==> src/rtl/pcie_req_arbiter.sv <==
// pcie_req_arbiter
// Round-robin arbiter sharing one PCIe request port between NUM_REQ
// requesters. One transaction is in flight at a time: the winner is
// accepted, its request is issued to the PCIe side, and the completion
// (or a timeout abort) is returned to that requester alone.
module pcie_req_arbiter #(
  parameter int NUM_REQ = 2,
  parameter int TIMEOUT = 256
) (
  input  logic                  axi_aclk,
  input  logic                  axi_aresetn,
  input  logic [NUM_REQ-1:0]    req_valid,
  input  logic [NUM_REQ-1:0]    req_wr,
  input  logic [32*NUM_REQ-1:0] req_addr,
  input  logic [32*NUM_REQ-1:0] req_wdata,
  output logic [NUM_REQ-1:0]    req_ready,
  output logic [NUM_REQ-1:0]    rsp_valid,
  input  logic [NUM_REQ-1:0]    rsp_ready,
  output logic [31:0]           rsp_rdata,
  output logic                  rsp_err,
  output logic                  pcie_req,
  output logic                  pcie_wr,
  output logic [31:0]           pcie_addr,
  output logic [31:0]           pcie_wdata,
  input  logic                  pcie_gnt,
  input  logic [31:0]           pcie_rdata
);

  localparam int IDX_W = $clog2(NUM_REQ);
  localparam int CNT_W = $clog2(TIMEOUT);
  localparam logic [CNT_W-1:0] CNT_LAST = CNT_W'(TIMEOUT - 1);

  typedef enum logic [1:0] {
    ST_IDLE  = 2'd0,
    ST_ISSUE = 2'd1,
    ST_RESP  = 2'd2
  } state_t;

  state_t             state_q,      state_d;
  logic [IDX_W-1:0]   last_grant_q, last_grant_d;
  logic [IDX_W-1:0]   owner_q,      owner_d;
  logic [CNT_W-1:0]   cnt_q,        cnt_d;
  logic [NUM_REQ-1:0] req_ready_q,  req_ready_d;
  logic [NUM_REQ-1:0] rsp_valid_q,  rsp_valid_d;
  logic [31:0]        rsp_rdata_q,  rsp_rdata_d;
  logic               rsp_err_q,    rsp_err_d;
  logic               pcie_req_q,   pcie_req_d;
  logic               pcie_wr_q,    pcie_wr_d;
  logic [31:0]        pcie_addr_q,  pcie_addr_d;
  logic [31:0]        pcie_wdata_q, pcie_wdata_d;

  // Arbitration result and the winner's request fields
  logic               win_found;
  logic [IDX_W-1:0]   win_idx;
  logic               win_wr;
  logic [31:0]        win_addr;
  logic [31:0]        win_wdata;
  int                 cand;

  function automatic logic [NUM_REQ-1:0] onehot(input logic [IDX_W-1:0] idx);
    logic [NUM_REQ-1:0] v;
    v = '0;
    v[idx] = 1'b1;
    return v;
  endfunction

  // Round-robin search starting just above the last served requester
  always_comb begin
    win_found = 1'b0;
    win_idx   = '0;
    cand      = 0;
    for (int k = 1; k <= NUM_REQ; k++) begin
      cand = int'(last_grant_q) + k;
      if (cand >= NUM_REQ) cand = cand - NUM_REQ;
      if (!win_found && req_valid[IDX_W'(cand)]) begin
        win_found = 1'b1;
        win_idx   = IDX_W'(cand);
      end
    end
  end

  // Select the winner's slice of the flattened request buses
  always_comb begin
    win_wr    = 1'b0;
    win_addr  = '0;
    win_wdata = '0;
    for (int i = 0; i < NUM_REQ; i++) begin
      if (IDX_W'(i) == win_idx) begin
        win_wr    = req_wr[i];
        win_addr  = req_addr[32*i +: 32];
        win_wdata = req_wdata[32*i +: 32];
      end
    end
  end

  // Next-state and registered-output computation
  always_comb begin
    state_d      = state_q;
    last_grant_d = last_grant_q;
    owner_d      = owner_q;
    cnt_d        = cnt_q;
    req_ready_d  = '0;
    rsp_valid_d  = rsp_valid_q;
    rsp_rdata_d  = rsp_rdata_q;
    rsp_err_d    = rsp_err_q;
    pcie_req_d   = pcie_req_q;
    pcie_wr_d    = pcie_wr_q;
    pcie_addr_d  = pcie_addr_q;
    pcie_wdata_d = pcie_wdata_q;

    case (state_q)
      ST_IDLE: begin
        cnt_d = '0;
        if (win_found) begin
          req_ready_d  = onehot(win_idx);
          owner_d      = win_idx;
          pcie_req_d   = 1'b1;
          pcie_wr_d    = win_wr;
          pcie_addr_d  = win_addr;
          pcie_wdata_d = win_wdata;
          state_d      = ST_ISSUE;
        end
      end

      ST_ISSUE: begin
        // A grant on the terminal-count cycle still completes normally
        if (pcie_gnt) begin
          pcie_req_d  = 1'b0;
          rsp_rdata_d = pcie_wr_q ? 32'h0 : pcie_rdata;
          rsp_err_d   = 1'b0;
          rsp_valid_d = onehot(owner_q);
          state_d     = ST_RESP;
        end else if (cnt_q == CNT_LAST) begin
          pcie_req_d  = 1'b0;
          rsp_rdata_d = 32'h0;
          rsp_err_d   = 1'b1;
          rsp_valid_d = onehot(owner_q);
          state_d     = ST_RESP;
        end else begin
          cnt_d = cnt_q + 1'b1;
        end
      end

      ST_RESP: begin
        // Only the owner's rsp_ready can retire the response
        if (rsp_ready[owner_q]) begin
          rsp_valid_d  = '0;
          rsp_err_d    = 1'b0;
          last_grant_d = owner_q;
          state_d      = ST_IDLE;
        end
      end

      default: begin
        pcie_req_d  = 1'b0;
        rsp_valid_d = '0;
        rsp_err_d   = 1'b0;
        state_d     = ST_IDLE;
      end
    endcase
  end

  // State and output registers; async active-low reset
  always_ff @(posedge axi_aclk or negedge axi_aresetn) begin
    if (!axi_aresetn) begin
      state_q      <= ST_IDLE;
      last_grant_q <= IDX_W'(NUM_REQ - 1);
      owner_q      <= '0;
      cnt_q        <= '0;
      req_ready_q  <= '0;
      rsp_valid_q  <= '0;
      rsp_rdata_q  <= '0;
      rsp_err_q    <= 1'b0;
      pcie_req_q   <= 1'b0;
      pcie_wr_q    <= 1'b0;
      pcie_addr_q  <= '0;
      pcie_wdata_q <= '0;
    end else begin
      state_q      <= state_d;
      last_grant_q <= last_grant_d;
      owner_q      <= owner_d;
      cnt_q        <= cnt_d;
      req_ready_q  <= req_ready_d;
      rsp_valid_q  <= rsp_valid_d;
      rsp_rdata_q  <= rsp_rdata_d;
      rsp_err_q    <= rsp_err_d;
      pcie_req_q   <= pcie_req_d;
      pcie_wr_q    <= pcie_wr_d;
      pcie_addr_q  <= pcie_addr_d;
      pcie_wdata_q <= pcie_wdata_d;
    end
  end

  assign req_ready  = req_ready_q;
  assign rsp_valid  = rsp_valid_q;
  assign rsp_rdata  = rsp_rdata_q;
  assign rsp_err    = rsp_err_q;
  assign pcie_req   = pcie_req_q;
  assign pcie_wr    = pcie_wr_q;
  assign pcie_addr  = pcie_addr_q;
  assign pcie_wdata = pcie_wdata_q;

endmodule

==> config.mk <==
export PLATFORM = sky130hd
export DESIGN_NAME = pcie_req_arbiter
export DESIGN_NICKNAME = d
export VERILOG_FILES = /design/src/rtl/pcie_req_arbiter.sv
export SDC_FILE = /design/constraint.sdc
export NUM_CORES = 1
export LEC_CHECK = 0
export CAP_MARGIN = 25
export CORE_MARGIN = 2
export CORE_UTILIZATION = 43
export CTS_BUF_LIST = sky130_fd_sc_hd__clkbuf_4 sky130_fd_sc_hd__clkbuf_8
export CTS_CLUSTER_DIAMETER = 60
export DETAILED_ROUTE_END_ITERATION = 6
export PLACE_DENSITY = 0.89
export SLEW_MARGIN = 10
export SYNTH_ARGS = -nofsm -noshare
export SYNTH_HDL_FRONTEND = slang
export SYNTH_SLANG_ARGS = --single-unit
==> constraint.sdc <==
create_clock -name axi_aclk -period 4.2 [get_ports axi_aclk]
set_clock_uncertainty 0.2 [all_clocks]
set_input_delay 1.26 -clock axi_aclk [delete_from_list [all_inputs] [get_ports axi_aclk]]
set_output_delay 1.26 -clock axi_aclk [all_outputs]
set_load 0.05 [all_outputs]
== Word level (Yosys, flattened, before mapping) ==
Index checks and enable logic that the tools add are counted.

* Add/subtract/negate cells: 5
* Multiply operators: 0
* Divide/modulo/power cells: 0
* Order comparisons: 8
* Equality and inequality tests: 8
* Shift-type cells: 0
* Muxes and demuxes: 43
* Bitwise gates (word level): 2
* Reductions and logical operators: 14

{| class="wikitable"
|+ Operators with widths
! kind !! count
|-
| $mux 32 || 5
|-
| $mux 1 || 21
|-
| $mux 2 || 8
|-
| $mux 8 || 2
|-
| $pmux 8 s2 || 1
|-
| $pmux 2 s3 || 2
|-
| $reduce_and 3->1 || 4
|-
| $add 8x1->8 const B || 1
|-
| $eq 8x8->1 const B || 1
|-
| $ne 2x2->1 const B || 4
|-
| $lt 1x3->1 const B || 2
|-
| $pmux 1 s3 || 2
|-
| $reduce_and 2->1 || 3
|-
| $lt 1x2->1 const B || 2
|-
| $reduce_bool 2->1 || 2
|-
| $add 1x2->3 const B || 1
|-
| $ge 3x2->1 const B || 1
|-
| $logic_and 1x1->1 || 3
|-
| $ne 3x3->1 const B || 1
|-
| $add 1x1->2 const B || 1
|-
| $demux 1 s1 || 2
|-
| $eq 2x1->1 const B || 1
|-
| $eq 2x2->1 const B || 1
|-
| $ge 1x1->1 const B || 2
|-
| 5 further kinds || 7
|}

* Bits in registers: 115
* Bits in latches: 0
* Bits in writable memories: 0
* ROM bits: 0
* Bits of input ports: 169
* Output and inout bits: 103
* Word-level logic and storage cells: 92
* Memories kept: 0

== Depth between registers and ports, before layout ==
Gate-level depths: netlist of the first run.

* Depth in word-level cells: 16
* Depth in mapped cells: 6

== Worst setup path before layout of the first run ==
Ideal clock, no wire load.

* Path kind: input to register
* Start: input pcie_gnt
* End: register cnt_q[6]
* Setup time: 0.121 ns
* Arrival: 2.195 ns
* Required time: 3.879 ns
* Slack: 1.684 ns
* Stages: 3
* Path buffers: 0
* Path through: or4b_4 o31a_1 o22a_1

* Longest elaborated chain between the ends: 2

{| class="wikitable"
|+ RTL lines
! element !! line !! RTL
|-
| start: declaration || 25 || <nowiki>input logic pcie_gnt,</nowiki>
|-
| $ne 2x2->1 (no line) || n/a ||
|-
| $reduce_and 3->1 (no line) || n/a ||
|-
| end signal: assignment || 182 || <nowiki>cnt_q <= cnt_d;</nowiki>
|-
| end: declaration || 42 || <nowiki>logic [CNT_W-1:0] cnt_q, cnt_d;</nowiki>
|}

Every way passes these cells.
A chain may end at the register's enable or synchronous reset.

== Final worst setup path of the first run ==
* Start: register pcie_wr_q, in the netlist pcie_wr
* End: output pcie_wr

{| class="wikitable"
|+ RTL lines
! element !! line !! RTL
|-
| start: declaration || 48 || <nowiki>logic pcie_wr_q, pcie_wr_d;</nowiki>
|-
| start signal: assignment || 188 || <nowiki>pcie_wr_q <= pcie_wr_d;</nowiki>
|-
| end: declaration || 22 || <nowiki>output logic pcie_wr,</nowiki>
|}

No word-level cell between the ends.

==> impl_metrics.ini, run 1 <==
[drt]
viasPerCell = 5.42
wl_per_cell_um = 17.1
routed_wl_um = 14700
first_iter_violations = 227
vias = 4671
drc = 0
drt-pass1-iter-count = 7
ant_nets = 0

[power]
power_frac_seq = 0.288
intPower_mw = 3.49
clock_power_share = 0.158
combPwrFrac = 0.554
switching_share = 0.483
p_sw_mw = 3.26
irDropWorstVdd_uv = 581
leakage_nw = 3.33
p_per_area_nw_per_um2 = 844

[min_path]
hold_start = pcie_addr[31]
hold_path.class = reg -> reg

[timing]
hold_violations = 0
period_needed_ns = 3.15
tns_ns = 0
slew_viol_final = 0
post-route-period-util = 0.751
fmax_mhz = 317
rsz0062_at_grt = no
relSlewSlack = 0.540
setup_slack_ns = 1.05
tightest_slew_ns = 0.690
finalSetupViolCount = 0

[floorplan]
boundaryPins = 272
fp.dieW_um = 109
core_um2 = 10800
die_area_um2 = 12000
start_util = 0.440
die_h_um = 109
row_count = 38

[grt]
grt_start_max_net_pins = 71
grt_pass1_wl_um = 22800
overflow = 0
grt_util_all_layers = 0.248
antenna_found_initial = 0
grt_pass1_vias = 4730

[clocking]
max-clock-path-buffers = 2
cts_hold_buf = 0
root_buffer = clkbuf_8
clk_pin_slew_ns = 0.07
cts.repair.resized = 0
clk_latency_ns = 0.41
cts_setup_buffers = 0
numCtsBuffers = 17
cts_max_level = 4
clock_sinks = 115
cts_tree = yes

[placed_design]
hpwl_um = 10800
gp_congestion = 0.854
io_buffer_count = 270
place_ws_ns = 0.943
placed_area_um2 = 7580

[setup_path]
crit_path_end_kind = primary output
crit_arrival_ns = 1.69
cpMaxStageDelayCell = clkdlybuf4s50_1
path_cells = clkdlybuf4s50_1
startpoint = pcie_wr
critical_path_class = reg -> out
cp_top_family = buffers and inverters
worst-path-max-fanout = 3
cp.buffers_inverters = 1
slowest_delay_ns = 0.86
critPathRequiredTime_ns = 2.74
cp-start-kind = flip-flop
r2r-start = state_q[0]

[outcome]
status = completed

[cells_and_area]
drive_gt1_frac = 0.0679
n_antenna_cell = 0
synthToLayoutAreaGrowth_pct = 67.5
final_design_area_no_fill_um2 = 8000
fin_nets = 879

[synthesis]
synthArstFlopShare = 1.00
synth_fp_nets = 622
synth_top_cell_by_area = dfrtp_1
synth-seq-area-share = 0.603
syn_inst = 452
yosysTopAreaCellShare = 0.598
synth_ff_type = dfrtp_1
synth-seq-cells = 115
netlist-cell-type-count = 37
postSynthAreaPerCell_um2 = 10.6
synth_edf_count = 0
synthTopCellsByArea = dfrtp_1 60%, o22ai_1 8.7%, o21ai_0 7.1%
netlist_area_um2 = 4770
yosysWarnings = 0

[run]
drv_cap = 0
## path summary, 6_finish.rpt
check,to,slack [ns],cells after the start
min in group asynchronous,rsp_rdata[12],0.68,1
min,pcie_addr[31],0.28,2
max in group asynchronous,pcie_addr[6],2.33,2
max,pcie_wr,1.05,1
min reg2reg,pcie_addr[31],0.28,2
max reg2reg,pcie_wr,1.93,5
## layout by cell type, fill, tap and decap left out, types with 2 or more instances in the layout
cell type / n
clkdlybuf4s50_1: 269
dfrtp_1: 114
nand2_1: 76
o21ai_0: 68
o22ai_1: 66
a22o_1: 32
clkbuf_8: 18
nand3_1: 9
inv_1: 6
nor2_1: 6
o211ai_1: 4
a21oi_1: 4
clkinvlp_4: 4
or4_1: 3
bufinv_16: 3
buf_4: 3
buf_12: 3
nand3_4: 2
o22a_1: 2
o21bai_1: 2
o2bb2ai_1: 2
clkinv_4: 2
clkinv_2: 2
clkbuf_4: 2
## layer usage
| metal | track usage | up-vias | routed length, um |
|---|---|---|---|
| met2 | 0.442 | 219 | 7490 |
| met4 | 0.108 | 0 | 348 |
| met5 | 0 | - | 0 |
| met3 | 0.0806 | 29 | 1340 |
| li1 | - | 2180 | - |
| met1 | 0.270 | 2243 | 5560 |
## power by group through the flow
| stage | sequential, mW | clock [mW] | combinational (mW) |
|---|---|---|---|
| after floorplan | 3.44 | 0 | 0.879 |
| after global placement | 1.92 | 0 | 3.68 |
| after detailed placement | 1.96 | 0 | 3.75 |
| after CTS | 1.94 | 1.09 | 3.76 |
| after global routing | 2.00 | 1.15 | 3.94 |
| final | 1.94 | 1.07 | 3.74 |
## layout make-up
| class | instances | area, um^2 |
|---|---|---|
| repair buffers | 275 | 2780 |
| clock inverters | 12 | 156 |
| well taps | 140 | 175 |
| inverters | 7 | 26.3 |
| flip-flops and latches | 115 | 2880 |
| clock buffers | 20 | 263 |
| fillers | 752 | 2850 |
| multi-input cells | 293 | 1720 |
## per-stage QoR
| stage | std cells | utilization | hold WS [ns] | power (mW) |
|---|---|---|---|---|
| after floorplan | 452 | - | 0.286 | 4.32 |
| after global placement | 830 | 0.699 | 0.260 | 5.60 |
| after detailed placement | 830 | 0.699 | 0.270 | 5.70 |
| after CTS | 862 | 0.738 | 0.286 | 6.79 |
| after global routing | 862 | 0.738 | 0.309 | 7.09 |
| final | 862 | 0.738 | 0.281 | 6.75 |
## Yosys cell counts, drive strengths merged (2+ instances only)
cell,n
or4,3
buf,17
o22a,2
nor2,6
nor2b,2
o211ai,4
nand3,11
clkbuf,20
inv,7
o2bb2ai,2
nand2,76
a21oi,4
o21bai,3
o21ai,68
o22ai,66
dfrtp,114
a22o,32
## cells by family after synthesis
logic type / count (synthesis) / share of synthesized area
fa+ha+maj: 1 / 0.00262
mux: 1 / 0.00236
flops: 115 / 0.603
compound gates: 187 / 0.251
buf+inv: 44 / 0.0417
simple gates: 104 / 0.0986
## flip-flops by register name, summed over array words and instances (netlist names)
| register | cells |
|---|---|
| pcie_addr | 32 |
| rsp_err | 1 |
| pcie_wr | 1 |
| state_q | 2 |
| pcie_wdata | 32 |
| owner_q | 1 |
| rsp_valid | 2 |
| rsp_rdata | 32 |
| req_ready | 2 |
| pcie_req | 1 |
| last_grant_q | 1 |
| cnt_q | 8 |
Note: power is estimated with default switching activity, not from simulation.
==> run 2: changes to the inputs <==
--- a/config.mk
+++ b/config.mk
@@ -7,11 +7,11 @@
 export LEC_CHECK = 0
 export CAP_MARGIN = 25
 export CORE_MARGIN = 2
-export CORE_UTILIZATION = 43
+export CORE_UTILIZATION = 36
 export CTS_BUF_LIST = sky130_fd_sc_hd__clkbuf_4 sky130_fd_sc_hd__clkbuf_8
 export CTS_CLUSTER_DIAMETER = 60
 export DETAILED_ROUTE_END_ITERATION = 6
-export PLACE_DENSITY = 0.89
+export PLACE_DENSITY = 0.79
 export SLEW_MARGIN = 10
 export SYNTH_ARGS = -nofsm -noshare
 export SYNTH_HDL_FRONTEND = slang
==> constraint.sdc (replaced) <==
create_clock -name axi_aclk -period 2.8 [get_ports axi_aclk]
set_clock_uncertainty 0.2 [all_clocks]
set_input_delay 0.84 -clock axi_aclk [delete_from_list [all_inputs] [get_ports axi_aclk]]
set_output_delay 0.84 -clock axi_aclk [all_outputs]
set_load 0.05 [all_outputs]
==> impl_metrics.ini, run 2 (same netlist as run 1, synthesis figures left out) <==
[cells_and_area]
final.fill_count = 1022
synthToLayoutAreaGrowth_pct = 69.6
fin_nets = 885
n_antenna_cell = 0
drive_gt1_frac = 0.0743
final_cell_mix = 268 x clkdlybuf4s50_1, 114 x dfrtp_1, 76 x nand2_1
multi_input_comb_area_um2 = 1720
layout_commonest_cell = clkdlybuf4s50_1
regArea_um2 = 2880

[run]
drv_cap = 0

[setup_path]
crit_arrival_ns = 1.65
slowest_delay_ns = 0.84
critPathRequiredTime_ns = 1.76
crit_path_end_kind = primary output
cp-start-kind = flip-flop
worst-path-max-fanout = 2
startpoint = rsp_rdata[17]
cp.buffers_inverters = 1
r2r-start = cnt_q[0]
r2r_slack_ns = 0.70
cp_top_family = buffers and inverters
critical_path_class = reg -> out
cpMaxStageDelayCell = clkdlybuf4s50_1
path_cells = clkdlybuf4s50_1

[floorplan]
die_h_um = 119
core_um2 = 13100
start_util = 0.365
row_count = 42
boundaryPins = 272
fp.dieW_um = 119
die_area_um2 = 14200

[outcome]
status = completed

[timing]
finalSetupViolCount = 0
tightest_slew_ns = 0.666
period_needed_ns = 2.69
post-route-period-util = 0.961
rsz0062_at_grt = no
slew_viol_final = 0
hold_violations = 0
fmax_mhz = 371
whs_ns = 0.179
relSlewSlack = 0.556
tns_ns = 0

[power]
irDropWorstVdd_uv = 699
p_per_area_nw_per_um2 = 1240
leakage_nw = 3.38

[clocking]
root_buffer = clkbuf_8
cts_setup_buffers = 0
numCtsBuffers = 17
max-clock-path-buffers = 2
clock_sinks = 115
cts_hold_buf = 0
cts.repair.resized = 0
clk_pin_slew_ns = 0.07
cts_tree = yes
cts_max_level = 4
clk_latency_ns = 0.43

[drt]
drc = 0
vias = 4635
wl_per_cell_um = 16.0
routed_wl_um = 14500
viasPerCell = 5.13
first_iter_violations = 226
drt-pass1-iter-count = 4
ant_nets = 0

[placed_design]
io_buffer_count = 270
hpwl_um = 10600
gp_congestion = 0.853

[grt]
antenna_found_initial = 0
grt_pass1_vias = 4746
overflow = 0
grt_util_all_layers = 0.209
grt_pass1_wl_um = 23400
grt_start_max_net_pins = 78

[min_path]
hold_path.class = in -> async
run 2: layout make-up:
type / count / share of cell area
clock inverter: 9 / 0.00989
timing repair buffer: 281 / 0.355
multi-input combinational: 293 / 0.213
clock buffer: 22 / 0.0366
tap: 176 / 0.0272
sequential: 115 / 0.356
inverter: 7 / 0.00325
run 2: final timing paths:
kind,cells after the start,to
setup / recovery,1,rsp_rdata[17]
hold / removal,1,rsp_rdata[4]
max in group asynchronous,2,pcie_addr[24]
setup reg to reg,6,rsp_valid[1]
hold reg to reg,2,pcie_wdata[13]
min in group axi_aclk,2,pcie_wdata[13]
run 2: power breakdown:
part / internal (mW) / switching [mW]
sequential: 2.39 / 0.529
combinational: 1.99 / 3.68
clock: 0.792 / 0.649
total: 5.18 / 4.85
run 2: metrics by stage:
step / area [um^2] / util / worst slack, ns / std cells / total power [mW]
after detailed placement: 7720 / 0.590 / 0.0788 / 872 / 8.63
after global placement: 7720 / 0.590 / 0.118 / 872 / 8.50
after global routing: 8100 / 0.619 / 0.0490 / 903 / 10.6
after CTS: 8090 / 0.618 / 0.0291 / 903 / 10.1
after floorplan: 4770 / - / 0.704 / 452 / 6.47
final: 8100 / 0.619 / 0.108 / 903 / 10.0
run 2: metal layers:
layer | global-route usage | up-vias | wire length (um)
met5 | 0 | - | 0
met4 | 0.0655 | 0 | 220
met3 | 0.0785 | 18 | 1260
met2 | 0.356 | 214 | 7260
met1 | 0.244 | 2213 | 5750
li1 | - | 2190 | -
